File: config.mk
export PLATFORM = sky130hd
export DESIGN_NAME = plugin_scheduler
export DESIGN_NICKNAME = d
export VERILOG_FILES = /design/src/rtl/plugin_scheduler.sv
export SDC_FILE = /design/constraint.sdc
export NUM_CORES = 1
export LEC_CHECK = 0
export CORE_AREA = 2 2 174 176
export DETAILED_ROUTE_END_ITERATION = 7
export DIE_AREA = 0 0 176 178
export SYNTH_ARGS = -nofsm -noshare
export SYNTH_HDL_FRONTEND = slang
export SYNTH_SLANG_ARGS = --single-unit
File: constraint.sdc
create_clock -name clk -period 3.01 [get_ports clk]
set_input_delay 0.602 -clock clk [delete_from_list [all_inputs] [get_ports clk]]
set_output_delay 0.602 -clock clk [all_outputs]
set_load 0.02 [all_outputs]
File: src/rtl/plugin_scheduler.sv
// Round-robin arbiter sharing one plugin_adder between NUM_REQ requesters, with
// per-requester valid/ready request and response channels and a WAIT-state timeout.
module plugin_scheduler #(
    parameter int unsigned NUM_REQ        = 4,
    parameter int unsigned TIMEOUT_CYCLES = 255
) (
    input  logic                   clk,
    input  logic                   reset_n,
    input  logic [NUM_REQ-1:0]     req_valid_i,
    output logic [NUM_REQ-1:0]     req_ready_o,
    input  logic [NUM_REQ*32-1:0]  req_opa_i,
    input  logic [NUM_REQ*32-1:0]  req_opb_i,
    output logic [NUM_REQ-1:0]     rsp_valid_o,
    input  logic [NUM_REQ-1:0]     rsp_ready_i,
    output logic [31:0]            rsp_data_o,
    output logic                   rsp_error_o,
    output logic                   plugin_start_o,
    output logic [31:0]            plugin_opa_o,
    output logic [31:0]            plugin_opb_o,
    input  logic [31:0]            plugin_result_i,
    input  logic                   plugin_busy_i,
    input  logic                   plugin_done_i,
    output logic [2:0]             grant_id_o,
    output logic                   idle_o,
    output logic [31:0]            op_count_o
);

    localparam int unsigned IdxW        = (NUM_REQ > 1) ? $clog2(NUM_REQ) : 1;
    localparam logic [15:0] TimeoutLast = 16'(TIMEOUT_CYCLES - 1);

    typedef enum logic [1:0] {StIdle, StIssue, StWait, StResp} state_e;

    state_e          state;
    logic [2:0]      last_grant;
    logic [15:0]     timer;
    logic            any_req;
    logic [IdxW-1:0] win_idx;
    logic [IdxW-1:0] scan_idx;
    logic [IdxW-1:0] grant_idx;
    logic [31:0]     win_opa;
    logic [31:0]     win_opb;

    assign grant_idx = grant_id_o[IdxW-1:0];

    // First valid requester after last_grant, wrapping modulo NUM_REQ.
    always_comb begin
        any_req  = 1'b0;
        win_idx  = '0;
        scan_idx = '0;
        for (int unsigned i = 1; i <= NUM_REQ; i++) begin
            scan_idx = IdxW'((32'(last_grant) + i) % NUM_REQ);
            if (!any_req && req_valid_i[scan_idx]) begin
                any_req = 1'b1;
                win_idx = scan_idx;
            end
        end
    end

    always_comb begin
        win_opa = '0;
        win_opb = '0;
        for (int unsigned j = 0; j < NUM_REQ; j++) begin
            if (win_idx == IdxW'(j)) begin
                win_opa = req_opa_i[32*j +: 32];
                win_opb = req_opb_i[32*j +: 32];
            end
        end
    end

    always_comb begin
        req_ready_o = '0;
        rsp_valid_o = '0;
        if (state == StIdle && any_req) begin
            req_ready_o[win_idx] = 1'b1;
        end
        if (state == StResp) begin
            rsp_valid_o[grant_idx] = 1'b1;
        end
    end

    // Start is withheld while the adder is still busy; it fires on the first free cycle.
    assign plugin_start_o = (state == StIssue) && !plugin_busy_i;
    assign idle_o         = (state == StIdle);

    always_ff @(posedge clk) begin
        if (!reset_n) begin
            state        <= StIdle;
            last_grant   <= 3'(NUM_REQ - 1);
            timer        <= '0;
            op_count_o   <= '0;
            grant_id_o   <= '0;
            plugin_opa_o <= '0;
            plugin_opb_o <= '0;
            rsp_data_o   <= '0;
            rsp_error_o  <= 1'b0;
        end else begin
            unique case (state)
                StIdle: begin
                    if (any_req) begin
                        plugin_opa_o <= win_opa;
                        plugin_opb_o <= win_opb;
                        grant_id_o   <= 3'(win_idx);
                        state        <= StIssue;
                    end
                end
                StIssue: begin
                    if (!plugin_busy_i) begin
                        timer <= '0;
                        state <= StWait;
                    end
                end
                StWait: begin
                    if (plugin_done_i) begin
                        rsp_data_o  <= plugin_result_i;
                        rsp_error_o <= 1'b0;
                        state       <= StResp;
                    end else if (timer == TimeoutLast) begin
                        rsp_data_o  <= '0;
                        rsp_error_o <= 1'b1;
                        state       <= StResp;
                    end else begin
                        timer <= timer + 16'd1;
                    end
                end
                StResp: begin
                    if (rsp_ready_i[grant_idx]) begin
                        last_grant <= grant_id_o;
                        op_count_o <= op_count_o + 32'd1;
                        state      <= StIdle;
                    end
                end
                default: state <= StIdle;
            endcase
        end
    end

endmodule

---- After elaboration in Yosys (flattened, before gate mapping) ----
Cells that the tools add are included.
operators by class
  add/sub/neg operators ................... 6
  order comparisons ....................... 8
  equality and inequality tests ........... 13
  muxes and demuxes ....................... 46
  reduce and logical (&&, ||, !) cells .... 20
operator list
  cell                     number
  $mux W32                 10
  $mux W16                 3
  $add A32 B1 Y32 const B  1
  $pmux W16 S2             1
  $lt A2 B3 Y1 const B     6
  $mux W2                  9
  $add A16 B1 Y16 const B  1
  $eq A16 B8 Y1 const B    1
  $mux W1                  13
  $bmux W1 S2              5
  $eq A2 B2 Y1 const B     4
  $mux W4                  2
  $pmux W2 S4              1
  $reduce_and A4 Y1        2
  $logic_and A1 B1 Y1      7
  $ne A2 B2 Y1 const B     3
  $reduce_and A2 Y1        3
  $add A2 B1 Y2 const B    2
  $add A2 B2 Y2 const B    2
  $demux W1 S2             2
  $eq A2 B1 Y1 const B     2
  $ge A2 B1 Y1 const B     2
  $logic_not A1 Y1         4
  $logic_not A2 Y1         2
  other kinds (3)          5
storage, ports and cells
  register bits after elaboration ......... 151
  bits of input ports ..................... 300
  output and inout port bits .............. 142
  logic and storage cells ................. 102

---- Depth between registers and ports, before layout ----
Gate-level depths: netlist of run 1.
  depth after elaboration ................. 18
  mapped depth ............................ 9
  mapped depth without buffers ............ 7

---- Least setup slack after synthesis of run 1 ----
No wires, ideal clock.
  path type ............................... input-to-output
  start ................................... input port req_valid_i[1]
  end ..................................... output port req_ready_o[1]
  arrival ................................. 1980 ps
  required time ........................... 2408 ps
  path slack .............................. 428 ps
  cell stages on the path ................. 6
  buffers on the path ..................... 3
  cell sequence ........................... clkbuf_1 o21ai_0 o211a_1 clkbuf_1 clkbuf_1 nor2_1
on the way
  word-level cells in the longest chain between the ends .. 17
  elaborated cells between the ends (all ways) .. 29
  classes of those cells .................. 2 x order compare; 19 x mux; 8 x reduce/logical
RTL lines
  what                                                                line  text
  start: declaration                                                  9     input logic [NUM_REQ-1:0] req_valid_i,
  $bmux W1 S2                                                         52    if (!any_req && req_valid_i[scan_idx]) begin
  $mux W1 (not written as such)                                       52
  $mux W1                                                             52
  $logic_not A1 Y1                                                    52
  $logic_and A1 B1 Y1                                                 52
  $mux W1                                                             52
  $logic_not A1 Y1                                                    52
  $logic_and A1 B1 Y1                                                 52
  $mux W1                                                             52
  $logic_not A1 Y1                                                    52
  $logic_and A1 B1 Y1                                                 52
  $mux W2                                                             52
  $lt A2 B3 Y1 (not written as such) or $ge A2 B1 Y1 (tied branches)  74    req_ready_o[win_idx] = 1'b1;
  $logic_and A1 B1 Y1 (not written as such)                           74
  $mux W1 (not written as such)                                       74
  $demux W1 S2                                                        74
  $mux W4 *                                                           73    if (state == StIdle && any_req) begin
  end: declaration                                                    10    output logic [NUM_REQ-1:0] req_ready_o,
Every way passes the cells marked *; elsewhere a longest branch is shown, timed or not. The select of a mux whose other input is x is not followed.

---- Worst setup path after layout of run 1 ----
  start ................................... input port req_valid_i[1]
  end ..................................... output port req_ready_o[3]
The elaborated chain is that of the path after synthesis.

==> impl_metrics.csv, run 1 <==
group,metric,value,unit
grt,grt_pass1_wl,51500,µm
logic_synthesis,synth_warnings,0,
timing,timing.final.crit_share,94.5,%
clocking,cts_tree,"built",
timing,min_period,2840,ps
layout,drive_gt1_share,9.10,%
setup_path,arrival,2240,ps
clocking,clock_latency,430,ps
clocking,cts.clk_slew.worst_paths,80,ps
detailed_routing,via_per_inst,5.13,
setup_path,cp_slowest_cell,"clkdlybuf4s50_1",
placed_design,place_congestion,0.858,
logic_synthesis,yosys.area.top_type,"dfxtp_1",
logic_synthesis,syn_area_per_cell,8.52,µm²
setup_path,crit_buf_inv,3,
clocking,htreeDepth,4,
timing,setup_violations,0,
setup_path,reg2reg_depth,7,
logic_synthesis,yosysTopAreaCellShare,40.2,%
status,status,"completed",
floorplan,placementRows,63,
hold_path,holdPathEnd,"plugin_opb_o[29]$_SDFFE_PN0N_",
clocking,cts_root_buffer,"clkbuf_16",
timing,timing.final.ws_setup,166,ps
clocking,cts.sinks,151,
clocking,numCtsBuffers,17,
clocking,postCtsResizedCells,1,
floorplan,die_w,176,µm
setup_path,r2r-end,"rsp_data_o[30]$_SDFFE_PN0P_",
logic_synthesis,ys.flop_type,"dfxtp_1",
setup_path,critPathMaxStageDelay,570,ps
detailed_routing,drt_first_pass_iters,5,
hold_path,worstHoldStart,"plugin_opb_o[29]$_SDFFE_PN0N_",
power_and_ir_drop,peakVddDrop,0.348,mV
grt,grt_max_degree,68,
timing,skew,19.1,ps
setup_path,rrSetupSlack,590,ps
logic_synthesis,syn_nets,1191,
setup_path,regToRegStartpoint,"timer[1]$_SDFFE_PN0P_",
floorplan,die_h,178,µm
setup_path,start_kind,"input port",
detailed_routing,drc,0,
power_and_ir_drop,power_density,636,nW/µm²
clocking,cts_setup_buffers,0,
floorplan,die_area,31300,µm²
detailed_routing,drt_wl_total,34600,µm
layout,nNetsFinal,1602,
logic_synthesis,synth_area_leaders,"dfxtp_1 40%, nand3_1 5.7%, o221a_2 4.9%, a32o_1 4.4%, nor2_1 4.2%",
logic_synthesis,ys_types,52,
placed_design,place.port_buffers,440,
hold_path,hold_depth,1,
setup_path,cp.required,2410,ps
power_and_ir_drop,leakagePower,4.44,nW
timing,worst_pin_slew,789,ps
logic_synthesis,synth.most_common_cell,"dfxtp_1",
logic_synthesis,async_flop_share,0,%
grt,gr-usage-all-layers,21.5,%
logic_synthesis,syn_area,7530,µm²
timing,grt_setup_unrepaired,"no",
placed_design,place_inst,1666,
setup_path,critPathKind,"in2out",
layout,finalNonFillerCells,1705,
floorplan,start_util,25.6,%
detailed_routing,antenna_left,0,
floorplan,top_level_ports,442,
floorplan,core_area,29400,µm²
hold_path,hp-class,"reg2reg",
detailed_routing,wl_per_cell,20.3,µm
grt,antenna_found_initial,6,
timing,hold_viol_final,0,
logic_synthesis,syn-instance-count,884,
detailed_routing,vias,8744,
timing,slew_headroom,47.4,%
clocking,cts_hold_buf,0,
layout,syn2layout_area_growth,74.7,%
detailed_routing,dr.first_iter.drc_count,533,
setup_path,crit_chain,"clkdlybuf4s50_1, o21ai_0, buf_4, o211ai_1, nor2_1, buf_12",
grt,grt_pass1_vias,8756,
logic_synthesis,ys_seq_area_share,40.2,%
placed_design,dp_slack,34.0,ps
job,cap_violations,0,
setup_path,cp_max_fo,6,
setup_path,endpoint_kind,"primary output",
logic_synthesis,synth-edff-count,0,
setup_path,critical-path-top-delay-family,"buffers and inverters",
timing,max_freq,0.352,GHz
logic_synthesis,netlist_top_cells_count,"151 x dfxtp_1, 86 x nand3_1, 85 x nor2_1",
placed_design,post-dp-hpwl,25800,µm
timing,slew_violations,0,
grt,overflow,0,
clocking,cts.path.max_buffers,2,
logic_synthesis,synth-seq-cells,151,
timing,finalSetupTns,0,ps
## per-stage QoR
stage	util, %	area [µm²]	total power, mW	hold WS (ps)
after global routing	44.7	13100	8.80	482
final	44.7	13200	8.37	473
after floorplan	-	7530	4.34	478
after CTS	44.7	13100	8.47	475
after detailed placement	42.6	12500	6.18	457
after global placement	42.6	12500	6.17	450
## flip-flops by register name, indices dropped and copies added (netlist names), 2 cells and up
name and flops:
grant_id_o 2, op_count_o 32, state 2, rsp_data_o 32, plugin_opa_o 32, last_grant 2
plugin_opb_o 32, timer 16
## final cells by class
| class | count | area (µm²) |
|---|---|---|
| Inverter | 12 | 45.0 |
| Clock buffer | 17 | 425 |
| Tap cell | 390 | 488 |
| Timing Repair Buffer | 475 | 4780 |
| Sequential cell | 151 | 3020 |
| Fill cell | 2904 | 16300 |
| Clock inverter | 15 | 194 |
| Antenna cell | 7 | 17.5 |
| Multi-Input combinational cell | 638 | 4180 |
## power breakdown
part / internal (mW) / switching (mW)
logic: 1.68 / 1.85
registers: 2.38 / 0.235
clock network: 1.14 / 1.10
total: 5.19 / 3.18
## metal layers
layer	track usage [%]	share of wire, %
met5	0	0
met4	7.64	2.5
met3	5.84	6.2
met1	26.1	42
met2	36.4	49
## cells in the final DEF, fill, tap and decap left out, drive strengths merged, types with 2 or more instances in the layout
cell type / netlist / routed
or3: 38 / 38
clkbuf: 77 / 17
nand4: 13 / 13
buf: 6 / 39
diode: 0 / 7
nor2: 85 / 85
a21oi: 20 / 20
nor2b: 3 / 3
and4: 6 / 6
clkinv: 1 / 8
nand3: 86 / 86
or2: 2 / 2
nor3: 9 / 9
a32o: 33 / 33
xnor2: 31 / 31
a211oi: 6 / 6
or4: 3 / 3
nand4b: 2 / 2
xor2: 5 / 5
inv: 11 / 19
o211ai: 2 / 2
o221a: 33 / 33
o21ai: 43 / 43
and3: 12 / 12
clkdlybuf4s50: 0 / 435
and2: 3 / 3
a22oi: 32 / 32
dfxtp: 151 / 151
nand2b: 36 / 36
a21o: 3 / 3
nand2: 31 / 31
a31oi: 32 / 32
a2111oi: 2 / 2
a221oi: 32 / 32
nor4: 10 / 10
o31ai: 5 / 5
ha: 7 / 7
## how the worst max path moves through the flow
stage                     slack, ps           start             end  cells past startpoint
after floorplan                 430  req_valid_i[1]  req_ready_o[1]                      6
after global placement           50  req_valid_i[1]  req_ready_o[2]                      5
after detailed placement         30  req_valid_i[1]  req_ready_o[2]                      5
after CTS                        80  req_valid_i[1]  req_ready_o[3]                      6
after global routing              6  req_valid_i[1]  req_ready_o[3]                      6
final                           170  req_valid_i[1]  req_ready_o[3]                      6
## kinds of logic after synthesis
logic type / share of synthesized area (%)
muxes: 0.299
buffers and inverters: 4.80
adders and majority gates: 1.16
and+or+nand+nor: 23.5
other: 0.0498
xor gates and xnor gates: 4.19
DFF: 40.2
AOI/OAI and AO/OA: 25.8
(Power assumes the default switching activity.)
==> run 2, diff against run 1 <==
--- a/config.mk
+++ b/config.mk
@@ -8,6 +8,7 @@
 export CORE_AREA = 2 2 174 176
 export DETAILED_ROUTE_END_ITERATION = 7
 export DIE_AREA = 0 0 176 178
+export RECOVER_POWER = 50
 export SYNTH_ARGS = -nofsm -noshare
 export SYNTH_HDL_FRONTEND = slang
 export SYNTH_SLANG_ARGS = --single-unit
==> run 2 against run 1 <==
  * Cell area is essentially flat
  * Global-route usage stayed put
  * Via count down 0.23%
  * Setup slack got worse by 12 ps
  * First-iteration DRC count up 5.6%
  * Largest cell class unchanged
  * Largest power group unchanged
==> impl_metrics.csv, run 2 (synthesis results as in run 1) <==
group,metric,value,unit
setup_path,crit_chain,"clkdlybuf4s50_1, o21ai_0, buf_4, o211ai_1, nor2_1, buf_12",
power_and_ir_drop,power_density,626,nW/µm²
clocking,htreeDepth,4,
floorplan,top_level_ports,442,
clocking,cts_setup_buffers,0,
setup_path,start_kind,"input port",
timing,hold_viol_final,0,
timing,timing.final.ws_setup,154,ps
grt,overflow,0,
detailed_routing,dr.first_iter.drc_count,563,
clocking,numCtsBuffers,17,
detailed_routing,drt_wl_total,34600,µm
power_and_ir_drop,leakagePower,4.78,nW
power_and_ir_drop,power,8.23,mW
clocking,postCtsResizedCells,1,
clocking,cts.path.max_buffers,2,
placed_design,place.port_buffers,440,
clocking,cts.sinks,151,
placed_design,dp_slack,34.0,ps
timing,finalSetupTns,0,ps
grt,grt_pass1_wl,51500,µm
timing,grt_setup_unrepaired,"no",
placed_design,place_congestion,0.858,
setup_path,cp_slowest_cell,"clkdlybuf4s50_1",
timing,timing.final.crit_share,94.9,%
timing,slew_violations,0,
grt,grt_max_degree,68,
detailed_routing,vias,8724,
layout,nFillCells,2909,
layout,nNetsFinal,1602,
job,cap_violations,0,
layout,drive_gt1_share,8.94,%
grt,antenna_found_initial,6,
clocking,cts_hold_buf,0,
layout,final_cell_mix,"310 x clkdlybuf4s50_1, 151 x dfxtp_1, 125 x dlygate4sd3_1",
setup_path,endpoint_kind,"primary output",
timing,setup_violations,0,
setup_path,critPathKind,"in2out",
setup_path,cp.required,2410,ps
setup_path,critPathMaxStageDelay,570,ps
setup_path,cp_max_fo,6,
hold_path,hp-class,"reg2reg",
detailed_routing,drc,0,
grt,gr-usage-all-layers,21.5,%
layout,syn2layout_area_growth,74.5,%
detailed_routing,via_per_inst,5.12,
timing,skew,19.8,ps
layout,layout_commonest_cell,"clkdlybuf4s50_1",
grt,grt_pass1_vias,8756,
power_and_ir_drop,peakVddDrop,0.349,mV
placed_design,post-dp-hpwl,25800,µm
clocking,cts_root_buffer,"clkbuf_16",
floorplan,start_util,25.6,%
floorplan,die_h,178,µm
floorplan,die_area,31300,µm²
timing,min_period,2860,ps
timing,worst_pin_slew,772,ps
clocking,clock_latency,430,ps
timing,max_freq,0.350,GHz
floorplan,placementRows,63,
clocking,cts.clk_slew.worst_paths,90,ps
status,status,"completed",
detailed_routing,drt_first_pass_iters,5,
timing,slew_headroom,48.5,%
detailed_routing,antenna_left,0,
detailed_routing,wl_per_cell,20.3,µm
setup_path,arrival,2250,ps
floorplan,core_area,29400,µm²
clocking,cts_tree,"built",
floorplan,die_w,176,µm
## run 2: cell types whose count changed in the layout (fill, tap and decap cells not counted)
cell,change
clkbuf_2,+1
clkbuf_1,+2
buf_4,-3
dlygate4sd3_1,+125
diode_2,-1
clkdlybuf4s50_1,-125
## run 2: final cells by class
type | instances | area (µm²) | area share, %
inverter | 12 | 45.0 | 0.343
antenna | 6 | 15.0 | 0.114
timing repair buffer | 475 | 4770 | 36.3
clock inverter | 15 | 194 | 1.48
clock buffer | 17 | 425 | 3.24
sequential | 151 | 3020 | 23.0
multi-input combinational | 638 | 4180 | 31.8
tap | 390 | 488 | 3.71
## run 2: per-stage QoR
stage	utilization, %	cell area, µm²	hold slack, ps	cells
3_5_place_dp	42.6	12500	457	1666
4_1_cts	44.7	13100	475	1698
2_1_floorplan	-	7530	478	884
6_report	44.7	13100	468	1704
5_1_grt	44.7	13100	476	1704
3_3_place_gp	42.6	12500	450	1666
## run 2: worst max-delay path, delay by kind of cell
family	cells	cell delay (ps)
AO/OA/AOI/OAI	2	580
AND/OR/NAND/NOR	1	160
buffers and inverters	3	900
## run 2: per-layer routing
metal	vias up	track usage (%)	share of wire [%]
li1	4194	-	-
met1	4186	26.1	42
met2	298	36.4	49
met3	46	5.84	6.7
met4	0	7.64	2.4
met5	-	0	0
## run 2: report_power, final
group	leakage, nW	switching [mW]	total, mW	internal [mW]
clock network	0.300	1.10	2.24	1.14
logic	3.25	1.85	3.39	1.55
registers	1.23	0.218	2.59	2.37
## run 2: path summary, 6_finish.rpt
| kind | slack, ps | cells after the start | endpoint | from |
|---|---|---|---|---|
| worst max-delay path | 150 | 6 | req_ready_o[3] | req_valid_i[1] |
| worst min-delay path | 470 | 1 | plugin_opb_o[29]$_SDFFE_PN0N_ | plugin_opb_o[29]$_SDFFE_PN0N_ |
| worst max register to register | 570 | 7 | rsp_data_o[23]$_SDFFE_PN0P_ | timer[1]$_SDFFE_PN0P_ |
| worst min register to register | 470 | 1 | plugin_opb_o[29]$_SDFFE_PN0N_ | plugin_opb_o[29]$_SDFFE_PN0N_ |
==> run 3, diff against run 2 <==
==> constraint.sdc (replaced) <==
create_clock -name clk -period 2.4 [get_ports clk]
set_input_delay 0.48 -clock clk [delete_from_list [all_inputs] [get_ports clk]]
set_output_delay 0.48 -clock clk [all_outputs]
set_load 0.02 [all_outputs]
==> run 3 against run 2 <==
  * First-iteration DRC count shrank 4.4%
  * Setup slack got worse by 120 ps
  * Via count increased by 2.8%
  * Clock power grew 23%
  * Cell area up 2.4%
  * Sequential power increased by 25%
  * Largest cell class unchanged
  * Clock skew grew 1.6 ps
==> impl_metrics.csv, run 3 (synthesis results as in run 1) <==
group,metric,value,unit
layout,syn2layout_area_growth,78.6,%
floorplan,core_area,29400,µm²
setup_path,cp_max_fo,2,
clocking,clock_latency,430,ps
setup_path,crit_chain,"clkdlybuf4s50_1, o21ai_0, buf_4, o211ai_1, nor2_2, buf_12",
clocking,htreeDepth,4,
setup_path,cp.required,1920,ps
placed_design,place_congestion,0.886,
detailed_routing,wl_per_cell,20.1,µm
clocking,cts.sinks,151,
clocking,cts_hold_buf,0,
clocking,cts.path.max_buffers,2,
layout,finalNonFillerCells,1741,
placed_design,post-dp-hpwl,26300,µm
grt,overflow,0,
clocking,cts_tree,"built",
setup_path,crit_start,"req_valid_i[0]",
detailed_routing,drt_wl_total,35000,µm
detailed_routing,antenna_left,0,
setup_path,cp_slowest_cell,"clkdlybuf4s50_1",
detailed_routing,vias,8972,
setup_path,critPathKind,"in2out",
timing,skew,21.3,ps
placed_design,place.port_buffers,440,
grt,grt_max_degree,68,
timing,timing.final.crit_share,98.7,%
timing,max_freq,0.422,GHz
floorplan,die_w,176,µm
clocking,cts.clk_slew.worst_paths,70,ps
status,status,"completed",
timing,setup_violations,0,
detailed_routing,drc,0,
hold_path,hp-class,"reg2reg",
floorplan,top_level_ports,442,
timing,grt_setup_unrepaired,"yes",
clocking,cts_root_buffer,"clkbuf_16",
layout,drive_gt1_share,11.9,%
floorplan,placementRows,63,
placed_design,place_inst,1705,
grt,grt_pass1_wl,52700,µm
layout,nNetsFinal,1642,
timing,min_period,2370,ps
setup_path,regToRegStartpoint,"grant_id_o[0]$_SDFFE_PN0N_",
hold_path,worstHoldStart,"plugin_opa_o[12]$_SDFFE_PN0N_",
grt,gr-usage-all-layers,21.8,%
power_and_ir_drop,power_density,775,nW/µm²
power_and_ir_drop,peakVddDrop,0.545,mV
detailed_routing,via_per_inst,5.15,
layout,final_cell_mix,"313 x clkdlybuf4s50_1, 150 x dfxtp_1, 114 x dlygate4sd3_1",
job,cap_violations,0,
power_and_ir_drop,leakagePower,4.98,nW
layout,layout_commonest_cell,"clkdlybuf4s50_1",
setup_path,endpoint_kind,"primary output",
timing,slew_headroom,48.3,%
grt,grt_pass1_vias,8987,
grt,antenna_found_initial,3,
timing,finalSetupTns,0,ps
setup_path,arrival,1890,ps
detailed_routing,drt_first_pass_iters,7,
layout,utilization,45.7,%
detailed_routing,dr.first_iter.drc_count,538,
floorplan,die_area,31300,µm²
setup_path,start_kind,"input port",
timing,hold_viol_final,0,
clocking,numCtsBuffers,17,
floorplan,start_util,25.6,%
setup_path,critPathMaxStageDelay,500,ps
timing,slew_violations,0,
timing,worst_pin_slew,775,ps
timing,whs,464,ps
floorplan,die_h,178,µm
run 3: routing by layer:
layer | up-vias | global-route usage [%] | wire [µm]
met5 | - | 0 | 0
met4 | 0 | 4.92 | 513
met3 | 25 | 4.80 | 1810
met2 | 297 | 38.2 | 17600
met1 | 4382 | 27.2 | 15000
li1 | 4268 | - | -
run 3: power by group:
group	total [mW]	leakage, nW	switching, mW	internal, mW
registers	3.24	1.23	0.259	2.98
clock network	2.75	0.287	1.34	1.41
logic	4.43	3.46	2.37	2.05
run 3: final cells by class:
cell class / instances / area [µm²]
Timing Repair Buffer: 515 / 5090
Inverter: 12 / 45.0
Sequential cell: 151 / 3020
Clock buffer: 17 / 425
Tap cell: 390 / 488
Clock inverter: 15 / 174
Multi-Input combinational cell: 638 / 4200
Fill cell: 2901 / 16000
Antenna cell: 3 / 7.51
run 3: final timing paths:
check | end | slack, ps | cells past startpoint
setup / recovery | req_ready_o[3] | 30 | 6
hold / removal | plugin_opa_o[12]$_SDFFE_PN0N_ | 460 | 1
setup reg to reg | op_count_o[22]$_SDFFE_PN0P_ | 200 | 6
hold reg to reg | plugin_opa_o[12]$_SDFFE_PN0N_ | 460 | 1
run 3: critical path: cells and delay by family:
kind	cells	cell delay (ps)
AOI/OAI and AO/OA	2	470
buffers and inverters	3	820
and+or+nand+nor	1	110
run 3: per-stage QoR:
| step | worst slack [ps] | power [mW] | cell area, µm² |
|---|---|---|---|
| 6_report | 32.2 | 10.4 | 13400 |
| 5_1_grt | -41.6 | 11.0 | 13400 |
| 4_1_cts | 12.6 | 10.8 | 13500 |
| 3_5_place_dp | -298 | 7.92 | 12800 |
| 3_3_place_gp | -217 | 7.90 | 12800 |
| 2_1_floorplan | 61.7 | 5.45 | 7530 |
run 3: what timing repair did:
item | CTS | global route
pin swaps | 2 | 1
gates resized for setup | 16 | 4
endpoints found under the setup margin | 8 | 5
buffers inserted | 1 | 0
